==> src/rtl/sra_pipe.sv <==
// Five-stage pipelined right shifter (logical or arithmetic), resolving one amount bit per stage.
// Defining SRA_PIPE_STICKY_EN builds the sticky chain (OR of all shifted-out bits); otherwise data_sticky is 0.
module sra_pipe #(
  parameter int WIDTH  = 32,
  parameter int STAGES = 5
) (
  input  logic             clock,
  input  logic             reset,
  input  logic             in_valid,
  output logic             in_ready,
  input  logic [WIDTH-1:0] data_operandA,
  input  logic [4:0]       ctrl_shiftamt,
  input  logic             ctrl_arith,
  output logic             out_valid,
  input  logic             out_ready,
  output logic [WIDTH-1:0] data_result,
  output logic             data_sticky,
  output logic             busy
);
  // Stage s hands STAGES-1-s unused amount bits forward; they are packed back to back here.
  localparam int REM_BITS = STAGES * (STAGES - 1) / 2;

  logic [STAGES-1:0]   stg_v;
  logic [STAGES-1:0]   mv;
  logic [STAGES-1:0]   en;
  logic [STAGES-2:0]   stg_arith;
  logic [REM_BITS-1:0] stg_rem;
  logic [WIDTH-1:0]    stg_data [STAGES];
`ifdef SRA_PIPE_STICKY_EN
  logic [STAGES-1:0]   stg_sticky;
`endif

  // Handshake: valid and ready are independent; a transfer happens on any edge where both are high.
  // A stage moves when it is full and its successor is empty or moving; in_ready is purely combinational.
  always_comb begin
    mv = '0;
    mv[STAGES-1] = stg_v[STAGES-1] & out_ready;
    for (int s = STAGES - 2; s >= 0; s--) mv[s] = stg_v[s] & (~stg_v[s+1] | mv[s+1]);
  end

  assign en       = ~stg_v | mv;
  assign in_ready = en[0];

  for (genvar s = 0; s < STAGES; s++) begin : g_stage
    localparam int SH   = 1 << s;
    localparam int AW   = STAGES - s;
    localparam int ROFF = s * (STAGES - 1) - s * (s - 1) / 2;

    logic [AW-1:0]    src_amt;
    logic [WIDTH-1:0] src_data;
    logic [WIDTH-1:0] data_d;
    logic [WIDTH-1:0] data_q;
    logic             src_arith;
    logic             src_v;
    logic             v_q;
    logic             fill;

    if (s == 0) begin : g_src
      assign src_amt   = ctrl_shiftamt;
      assign src_data  = data_operandA;
      assign src_arith = ctrl_arith;
      assign src_v     = in_valid;
    end else begin : g_src
      localparam int POFF = (s - 1) * (STAGES - 1) - (s - 1) * (s - 2) / 2;
      assign src_amt   = stg_rem[POFF +: AW];
      assign src_data  = stg_data[s-1];
      assign src_arith = stg_arith[s-1];
      assign src_v     = stg_v[s-1];
    end

    // The msb never changes along the pipe, so it is always the original sign.
    assign fill   = src_arith & src_data[WIDTH-1];
    assign data_d = src_amt[0] ? {{SH{fill}}, src_data[WIDTH-1:SH]} : src_data;

    always_ff @(posedge clock) begin
      if (reset) begin
        v_q    <= 1'b0;
        data_q <= '0;
      end else if (en[s]) begin
        v_q    <= src_v;
        data_q <= data_d;
      end
    end

    assign stg_v[s]    = v_q;
    assign stg_data[s] = data_q;

    if (s < STAGES - 1) begin : g_fwd
      logic [AW-2:0] rem_q;
      logic          arith_q;

      always_ff @(posedge clock) begin
        if (reset) begin
          rem_q   <= '0;
          arith_q <= 1'b0;
        end else if (en[s]) begin
          rem_q   <= src_amt[AW-1:1];
          arith_q <= src_arith;
        end
      end

      assign stg_rem[ROFF +: AW-1] = rem_q;
      assign stg_arith[s]          = arith_q;
    end

`ifdef SRA_PIPE_STICKY_EN
    logic src_sticky;
    logic sticky_d;
    logic sticky_q;

    if (s == 0) begin : g_sin
      assign src_sticky = 1'b0;
    end else begin : g_sin
      assign src_sticky = stg_sticky[s-1];
    end

    assign sticky_d = src_sticky | (src_amt[0] & (|src_data[SH-1:0]));

    always_ff @(posedge clock) begin
      if (reset) sticky_q <= 1'b0;
      else if (en[s]) sticky_q <= sticky_d;
    end

    assign stg_sticky[s] = sticky_q;
`endif
  end

  assign out_valid   = stg_v[STAGES-1];
  assign data_result = stg_data[STAGES-1];
  assign busy        = |stg_v;

`ifdef SRA_PIPE_STICKY_EN
  assign data_sticky = stg_v[STAGES-1] & stg_sticky[STAGES-1];
`else
  assign data_sticky = 1'b0;
`endif

endmodule

==> config.mk <==
export PLATFORM = sky130hd
export DESIGN_NAME = sra_pipe
export DESIGN_NICKNAME = d
export VERILOG_FILES = /design/src/rtl/sra_pipe.sv
export SDC_FILE = /design/constraint.sdc
export NUM_CORES = 1
export LEC_CHECK = 0
export CORE_ASPECT_RATIO = 0.5
export CORE_UTILIZATION = 35
export CTS_CLUSTER_DIAMETER = 200
export DETAILED_ROUTE_END_ITERATION = 10
export SYNTH_ARGS = -nofsm -noshare
export SYNTH_HDL_FRONTEND = slang
export SYNTH_SLANG_ARGS = --single-unit
==> constraint.sdc <==
create_clock -name clock -period 1.58 [get_ports clock]
set_clock_uncertainty 0.05 [all_clocks]
set_input_delay 0.316 -clock clock [delete_from_list [all_inputs] [get_ports clock]]
set_output_delay 0.316 -clock clock [all_outputs]
set_load 0.1 [all_outputs]
After elaboration in Yosys (flattened, before gate mapping)
Cells that the tools add are included.

word-level totals
  register bits = 179
  latch bits = 0
  memory bits (writable) = 0
  bits in read-only memories = 0
  bits of input ports = 42
  output and inout port bits = 36
  word-level logic and storage cells = 44
  memories kept = 0

operators by class
  $add $sub $neg = 0
  $mul = 0
  div/mod/pow operators = 0
  order comparisons = 0
  eq/ne operators = 0
  shifts and indexed selects = 0
  multiplexer cells = 5
  bitwise gates (word level) = 20
  reduce and logical (&&, ||, !) cells = 1

operators by type and width
  operator          number
  $mux W32          5
  $and A1 B1 Y1     10
  $not A5 Y5        1
  $or A5 B5 Y5      1
  $reduce_or A5 Y1  1
  $not A1 Y1        4
  $or A1 B1 Y1      4

Logic depth before layout (Yosys ltp)
  word-level depth = 10
  mapped depth = 5

Least setup slack after synthesis
OpenSTA, ideal clock, no wires.

  path type = reg-to-output
  start = register g_stage[4].v_q (netlist: out_valid)
  end = output busy
  data arrival time = 1.890 ns
  setup slack = -0.676 ns
  stages on the path, launching flop included = 3
  buffers on the path = 0
  cells stage by stage = dfxtp_1 nor3_1 nand2_1

between the ends
  word-level cells in the longest chain between the ends = 1

ends and longest elaborated chain
  item                    line  text
  start, declared         55    logic v_q;
  start signal, assigned  80    v_q <= src_v;
  $reduce_or A5 Y1        130   assign busy = |stg_v;
  end, declared           18    output logic busy

No other way between the ends.

Worst setup path after layout
  start = register g_stage[3].v_q
  end = output in_ready

between the ends
  word-level cells in the longest chain between the ends = 8

ends and longest elaborated chain
  item                                                line  text
  start, declared                                     55
  start signal, assigned                              80
  $and A1 B1 Y1 / $not A1 Y1 (equally long branches)  38    for (int s = STAGES - 2; s >= 0; s--) mv[s] = stg_v[s] & (~stg_v[s+1] | mv[s+1]);
  $or A1 B1 Y1 (*)                                    38
  $and A1 B1 Y1 (*)                                   38
  $or A1 B1 Y1 (*)                                    38
  $and A1 B1 Y1 (*)                                   38
  $or A1 B1 Y1 (*)                                    38
  $and A1 B1 Y1 (*)                                   38
  $or A5 B5 Y5 (*)                                    41    assign en = ~stg_v | mv;
  end, declared                                       10    output logic in_ready,

Every way passes the cells marked *; elsewhere a longest branch is shown, timed or not.

==> impl_metrics.ini <==
[flow_run]
cap_violations = 0

[outcome]
status = finished with violations
failed_checks = negative setup slack

[cells_and_area]
stdcell_count = 1179
nets = 908
fillCellCount = 2082
fin_util_pct = 46.0
diodes = 0
layout-drive-gt1-share_pct = 14.3
final_area_um2 = 10000
syn_to_final_growth_pct = 28.7

[synthesis]
ys_top_cells_by_area = dfxtp_1 46%, mux2i_1 17%, a211oi_1 13%
netlist_instances = 811
synthesis.nets = 853
synth_top_cell_area_share_pct = 46.1
synth_cell_type_count = 37
synth_edf_count = 0
yosysTopAreaCell = dfxtp_1
synth.avg_cell_area_um2 = 9.58
synth-seq-cells = 179
async_flop_share_pct = 0
synth.most_common_cell = dfxtp_1
synth_common_cells = 179 x dfxtp_1, 136 x a211oi_1, 135 x mux2i_1
synth_ff_type = dfxtp_1
synth_warnings = 0
synth.cell_area_um2 = 7770
seq_area_frac_synth_pct = 46.1

[sta]
tightest_slew_ps = 540
rsz0062_at_grt = yes
period_share_pct = 107
fmax_mhz = 594
finalMaxSlewViolations = 0
setup_viol = 3
whs_ps = 228
fin_tns_setup_ps = -191
relSlewSlack_pct = 64.0
finalWorstSetupSlack_ps = -104
hold_viol = 0
min_period_ps = 1680

[floorplanning]
pin_count = 78
start_util_pct = 35.8
core_um2 = 21700
dieArea_um2 = 22800
rows = 38
die_x_um = 213
die_h_um = 107

[global_route]
grt-ovfl-total = 0
grt_max_degree = 117
antenna_found_initial = 0
grt_pass1_wl_mm = 30.3
grt_pass1_vias = 5537
grtUsageTotal_pct = 16.8

[worst_setup_path]
critical_path_arrival_ps = 1320
cp_cell_sequence = nand4b_4 -> nor2_4 -> inv_6 -> buf_12
cp_slowest_cell = dfxtp_4
crit_type = reg2out
cp_top_family = flip-flops
end_kind = output pin
crit_fanout = 4
cp_num_buf_inv = 2
worstPathRequired_ps = 1210
slowest_delay_ps = 380
critPathLaunchType = register

[detailed_routing]
detail-route-antenna-nets = 0
first_pass_iters = 7
routed_wl_mm = 18.9
dr_total_vias = 5954
routedWlPerCell_um = 16.0
vias_per_cell = 5.05
drt_iter0_drc = 328
post-route-drc-count = 0

[placed_design]
place_inst = 1138
pre_cts_slack_ps = -343
hpwl_mm = 13.2
portBuffers = 76
placed_cell_area_um2 = 9300
place_congestion = 0.759

[cts]
clk_pin_slew_ps = 70
hold_buffers = 0
cts_root_buf = clkbuf_16
cts_sinks = 179
clk_path_buf_depth = 2
cts_tree = built
numCtsBuffers = 17
htreeDepth = 4
clock_latency_ps = 430

[pwr]
peakVddDrop_v = 0.000571
finalPower_mw = 9.85
cellPowerDensity_nw_per_um2 = 985
leakage_nw = 3.61

[worst_hold_path]
min_path_type = in2reg
-- logic make-up after synthesis --
family / share of synthesized area (%)
buffers and inverters: 5.09
muxes: 17.4
AOI/OAI and AO/OA: 17.6
and+or+nand+nor: 13.8
DFF: 46.1
other: 0.0482
-- cells in the final DEF, fill, tap and decap left out, types with 3 or more instances in the layout --
| cell type | n |
|---|---|
| dfxtp_1 | 175 |
| mux2i_1 | 135 |
| a211oi_1 | 133 |
| nor2_1 | 80 |
| buf_12 | 48 |
| clkdlybuf4s50_1 | 38 |
| a21oi_1 | 32 |
| nor3_1 | 31 |
| nor3b_1 | 30 |
| buf_4 | 28 |
| nand2b_1 | 27 |
| nand2_1 | 24 |
| o21ai_0 | 22 |
| clkbuf_16 | 18 |
| inv_6 | 5 |
| inv_8 | 4 |
| a211oi_2 | 3 |
| inv_1 | 3 |
| o211ai_1 | 3 |
| clkinvlp_4 | 3 |
| dfxtp_4 | 3 |
-- layout make-up --
cell class,count,area (um2),area share (%)
Clock buffer,18,439,4.39
Clock inverter,14,136,1.36
Inverter,5,23.8,0.238
Sequential cell,179,3600,35.9
Tap cell,300,375,3.75
Multi-Input combinational cell,545,3830,38.3
Timing Repair Buffer,118,1600,16.0
-- timing repair --
item                                    in CTS  in global routing
buffers inserted                             6                  2
resized for setup                            8                  8
pin swaps                                    2                  2
gates cloned                                 0                  1
hold endpoints to repair                     0                  0
endpoints found under the setup margin       2                 16
-- state kept, by name, indices dropped and copies added (netlist names) --
signal / cells
g_stage.g_fwd.arith_q: 4
g_stage.v_q: 4
data_result: 32
out_valid: 1
g_stage.data_q: 128
g_stage.g_fwd.rem_q: 10
-- layer usage --
layer | wire (um) | vias to the layer above | track usage (%) | part of all wire, %
met4 | 132 | 0 | 3.96 | 0.70
met5 | 0 | - | 0 | 0
li1 | - | 3082 | - | -
met3 | 616 | 12 | 3.00 | 3.3
met1 | 10600 | 2763 | 26.4 | 56
met2 | 7530 | 97 | 22.9 | 40
-- power breakdown --
group	internal [mW]	total [mW]	switching (mW)
clock network	2.14	4.10	1.96
registers	4.69	4.85	0.160
logic	0.419	0.901	0.482
-- worst paths after layout --
path / from / to / slack [ps] / depth (start not counted)
setup / recovery: g_stage[3].v_q / in_ready / -100 / 4
hold / removal: reset / g_stage[0].g_fwd.arith_q / 230 / 3
setup reg to reg: out_valid / g_stage[3].data_q[25] / 80 / 7
hold reg to reg: g_stage[1].g_fwd.rem_q[1] / g_stage[1].g_fwd.rem_q[1] / 420 / 2
-- worst min-delay path: stages --
cell and delay (ps):
buf_4 110, nand2b_1 140, o21ai_0 80
No activity file was read; power rests on OpenSTA's default activity.
